$ cat src/rtl/serial_adder_ctrl.sv
// serial_adder_ctrl: adds two WIDTH-bit operands plus carry-in, one bit per cycle LSB first,
// through a single full-adder slice, behind a start/done handshake.
module serial_adder_ctrl #(
  parameter int WIDTH = 8
) (
  input  logic             clk,
  input  logic             rst,
  input  logic             start,
  input  logic [WIDTH-1:0] a,
  input  logic [WIDTH-1:0] b,
  input  logic             cin,
  output logic             busy,
  output logic             done,
  output logic [WIDTH-1:0] sum,
  output logic             cout
);
  localparam int CW = $clog2(WIDTH + 1);
  typedef enum logic [1:0] {IDLE, SHIFT, DONE} state_t;
  state_t state, state_nx;
  logic [WIDTH-1:0] a_sh, b_sh, sum_sh, sum_nx;
  logic [CW-1:0] cnt;
  logic carry, fa_sum, fa_carry, accept, last;
  assign fa_sum   = a_sh[0] ^ b_sh[0] ^ carry;
  assign fa_carry = (a_sh[0] & b_sh[0]) | (carry & (a_sh[0] ^ b_sh[0]));
  // concatenate-then-shift keeps the MSB insert legal even when WIDTH is 1
  assign sum_nx   = WIDTH'({fa_sum, sum_sh} >> 1);
  assign last     = cnt == CW'(WIDTH - 1);
  assign accept   = start && state != SHIFT;
  always_ff @(posedge clk)
    state <= rst ? IDLE : state_nx;
  always_comb
    state_nx = state == SHIFT ? (last ? DONE : SHIFT) : (start ? SHIFT : IDLE);
  always_comb begin
    busy = state == SHIFT;
    done = state == DONE;
  end
  always_ff @(posedge clk) begin
    if (rst) begin
      a_sh   <= '0;
      b_sh   <= '0;
      sum_sh <= '0;
      carry  <= 1'b0;
      cnt    <= '0;
      sum    <= '0;
      cout   <= 1'b0;
    end else if (accept) begin
      a_sh  <= a;
      b_sh  <= b;
      carry <= cin;
      cnt   <= '0;
    end else if (state == SHIFT) begin
      a_sh   <= a_sh >> 1;
      b_sh   <= b_sh >> 1;
      sum_sh <= sum_nx;
      carry  <= fa_carry;
      cnt    <= cnt + CW'(1);
      if (last) begin
        sum  <= sum_nx;
        cout <= fa_carry;
      end
    end
  end
endmodule

$ cat config.mk
export PLATFORM = sky130hd
export DESIGN_NAME = serial_adder_ctrl
export DESIGN_NICKNAME = d
export VERILOG_FILES = /design/src/rtl/serial_adder_ctrl.sv
export SDC_FILE = /design/constraint.sdc
export NUM_CORES = 1
export LEC_CHECK = 0
export ABC_AREA = 1
export CAP_MARGIN = 30
export CORE_ASPECT_RATIO = 0.8
export CORE_MARGIN = 2
export CORE_UTILIZATION = 40
export DETAILED_ROUTE_END_ITERATION = 8
export PLACE_DENSITY = 0.72
export SLEW_MARGIN = 20
export SYNTH_ARGS = -nofsm -noshare
export SYNTH_HDL_FRONTEND = slang
export SYNTH_SLANG_ARGS = --single-unit
$ cat constraint.sdc
create_clock -name clk -period 1.33 [get_ports clk]
set_input_delay 0.266 -clock clk [delete_from_list [all_inputs] [get_ports clk]]
set_output_delay 0.266 -clock clk [all_outputs]
set_load 0.02 [all_outputs]
# After elaboration in Yosys (flattened, before gate mapping)
# Cells that the tools add are included.
# W data, S select, Z words.
# op_classes
shifts	0
multipliers	0
div_mod_pow	0
eq_ne	4
bitwise	6
muxes	9
order_cmp	0
reduce_logical	5
n_addsub	1
# op_table
operator	n
$mux W8	4
$add A4 B1 Y4 const B	1
$eq A4 B3 Y1 const B	1
$mux W2	2
$mux W1	3
$reduce_and A3 Y1	1
$and A1 B1 Y1	2
$eq A2 B1 Y1 const B	1
$eq A2 B2 Y1 const B	1
$ne A2 B1 Y1 const B	1
$reduce_and A2 Y1	1
$reduce_bool A2 Y1	1
$reduce_or A2 Y1	1
$xor A1 B1 Y1	2
$logic_and A1 B1 Y1	1
$not A1 Y1	1
$or A1 B1 Y1	1
# totals
output_inout_bits	11
register_bits	40
n_memories	0
rom_bits	0
mem_bits_rw	0
latchBits	0

# Depth between registers and ports, before layout
# logic_depth
word_depth	5
depth_mapped	8

# Worst setup path before layout
# OpenSTA, ideal clock, no wires.
# synth_path
path_kind	register to register
start	reg cnt[0]
end	reg cout
stages_incl_launch_ff	7
synth_period_minus_slack_ns	1.122
setup_ns	0.059
slack_ns	0.208
required_time_ns	1.271
t_arrival_ns	1.063
path_buffers	0
path_cell_list	dfxtp_1 -> ha_1 -> nand3_1 -> nor2_1 -> nor2_2 -> nand2_1 -> nand2_1
# synth_between
elab_chain_len	2
# synth_rtl
element	line_no	text
from (decl)	21	logic [CW-1:0] cnt;
from (signal assigned)	56	cnt <= cnt + CW'(1);
$eq A4 B3 Y1	27	assign last = cnt == CW'(WIDTH - 1);
$reduce_and A3 Y1 (no source line)	--	
to (signal assigned)	59	cout <= fa_carry;
to (decl)	15	output logic cout
# Every way passes these cells.
# A chain may end at the register's enable or synchronous reset.

# Worst setup path after layout
# layout_path
start	reg sum[0]
end	out sum[0]
# layout_rtl
element	line_no	text
from (decl)	14	output logic [WIDTH-1:0] sum,
from (signal assigned)	58	sum <= sum_nx;
# No word-level cell between the ends.

==> run metrics <==
outcome=finished, final reports clean; vias in the first global route=1346; area grow syn2layout=30.2%; sequential area share after synthesis=47.0%; DR iter-0 viols=52; clk sinks=39; Relative slew margins=80.4%; CTS buffer count=5; die area=4690 um2; Peak supply drop=0.632 mV; Worst-path clk slew=0.08 ns; Yosys warning count=0; root buf cell=clkbuf_8; Netlist cell types=20; Netlist Area Pre-Place=1660 um2; placed wire-length estimate=2250 um; overall global routing resource usage=15.8%; die height=61.7 um; clock skew=0.00908 ns; maximum clock path buffer count=2; Mapped Cells=230; via/cell ratio=4.62; setup TNS=0 ns; fin. max-slew vios=0; final worst slack=0.0906 ns; synth top area cells=dfxtp_1 47%, nand2_1 15%, nand3_1 14%, inv_1 4.7%, nor2_1 4.5%; CP max FO=2; top-count cell post-synth=nand2_1; Ports=31; post-place setup slack=-0.165 ns; CTS H-tree depth=2; #FFs+latches synth=39; period utilization=93.2%; Bufs and invs on worst path=1; Initial Util=42.6%; global route total overflow=0; initial antenna violation count=0; # setup viols final=0; num rows=20; power per cell area=1080 nW/um2; drt pass-1 iters=4; prevailing post-synth register cell=dfxtp_1; Avg Inst Size Synth=7.23 um2; CP Capture Type=output pin; dpl cells=313; Layout Cells excl Fill=322; peak per-stage delay on the critical path=0.34 ns; cell family with most CP delay=flip-flops; Post-CTS Setup Inserts=0; DR DRC count=0; Die W=76.1 um; CP Launch Type=flip-flop; post-synth top area share=47.0%; CTS tree=yes; Detail Route Antenna Nets=0; Final Critical Period=1.24 ns; max_cap viols=0; layout cell share with drive strength beyond 1=12.4%; maximum clock frequency=0.807 GHz; antenna cell count=0; worst min-delay path class=flip-flop to flip-flop; Slew @ Worst Pin=0.292 ns; DR WL/cell=10.7 um; IO Port Bufs=30; static leakage=1.05 nW; Skew-Pair Late Insertion Delay=0.29 ns; Synth async-reset ratio=0%; class of the most critical setup path=flip-flop to output pin; CP Cell Sequence=dlygate4sd2_1; core area=3900 um2; largest net degree at the start of global routing=38; fin nets=288; area leader, netlist=dfxtp_1; unrepaired setup endpoints after global routing=no; CP required=1.06 ns; Post-synth EDFFs=0; Final Util=55.4%; Final Hold Vio Count=0; Placer Congestion=0.775; final WL=3460 um; total number of vias=1488; Slowest cell on crit path=dfxtp_1; crit path DAT=0.97 ns; first-pass GRT wire length=5820 um; syn_nets=252; Synth top cells by count=68 x nand2_1, 48 x nand3_1, 39 x dfxtp_1
[per-layer routing]
metal  routed length (um)  vias to the layer above  GRT usage [%]  share of wire [%]
met3                  177                        7           5.57                5.1
met5                    0                        -              0                  0
met4                   45                        0           6.23                1.3
li1                     -                      800              -                  -
met1                 1800                      653           20.2                 52
met2                 1430                       28           25.0                 41
[path summary, 6_finish.rpt]
check	cells past startpoint	to	startpoint	slack (ns)
max	1	sum[0]	sum[0]	0.09
min	2	sum[7]	sum[7]	0.44
max reg2reg	6	sum[2]	cnt[0]	0.10
min reg2reg	2	sum[7]	sum[7]	0.44
[cells by family after synthesis]
| group | count (synthesis) | share of synthesized area (%) |
|---|---|---|
| simple gates | 141 | 37.4 |
| flops | 39 | 47.0 |
| buf+inv | 35 | 9.78 |
| compound gates | 13 | 3.91 |
| fa+ha+maj | 2 | 1.96 |
[cell type report]
class / count / area, um2
Clock buffer: 6 / 72.6
Clock inverter: 2 / 12.5
Fill cell: 405 / 1740
Inverter: 23 / 92.6
Multi-Input combinational cell: 156 / 734
Sequential cell: 39 / 785
Tap cell: 55 / 68.8
Timing Repair Buffer: 40 / 394
Timing Repair inverter: 1 / 5.00
[registers in the layout (all words and copies together) (netlist names)]
signal,flops
b_sh,8
state,2
sum,8
sum_sh,7
carry,1
a_sh,8
cnt,4
cout,1
[through the flow]
step	cell area (um2)	hold WS [ns]	power [mW]
floorplan	1660	0.413	1.45
global placement	2060	0.433	1.56
detailed placement	2060	0.432	1.56
CTS	2140	0.446	2.34
global route	2160	0.468	2.44
finish	2160	0.441	2.33
[power breakdown]
part,internal [mW],switching (mW)
combinational,0.140,0.155
clock,0.366,0.418
sequential,1.22,0.0313
total,1.73,0.604
[repair_timing]
item,CTS,global route
cloned,0,1
pin swaps,0,1
setup endpoints to repair,14,21
hold buffers,0,0
gates resized for setup,18,11
[placed cells by master, fill, tap and decap left out, drive strengths merged]
cell	Yosys	layout
a21oi	4	4
buf	11	12
clkbuf	1	6
clkdlybuf4s50	0	18
clkinv	0	1
clkinvlp	0	3
dfxtp	39	39
dlygate4sd2	0	9
dlymetal6s2s	0	1
fa	1	1
ha	1	1
inv	23	22
nand2	69	69
nand3	48	48
nor2	21	21
nor3	2	2
nor3b	1	1
o21ai	9	9
No activity file was read; power rests on OpenSTA's default activity.
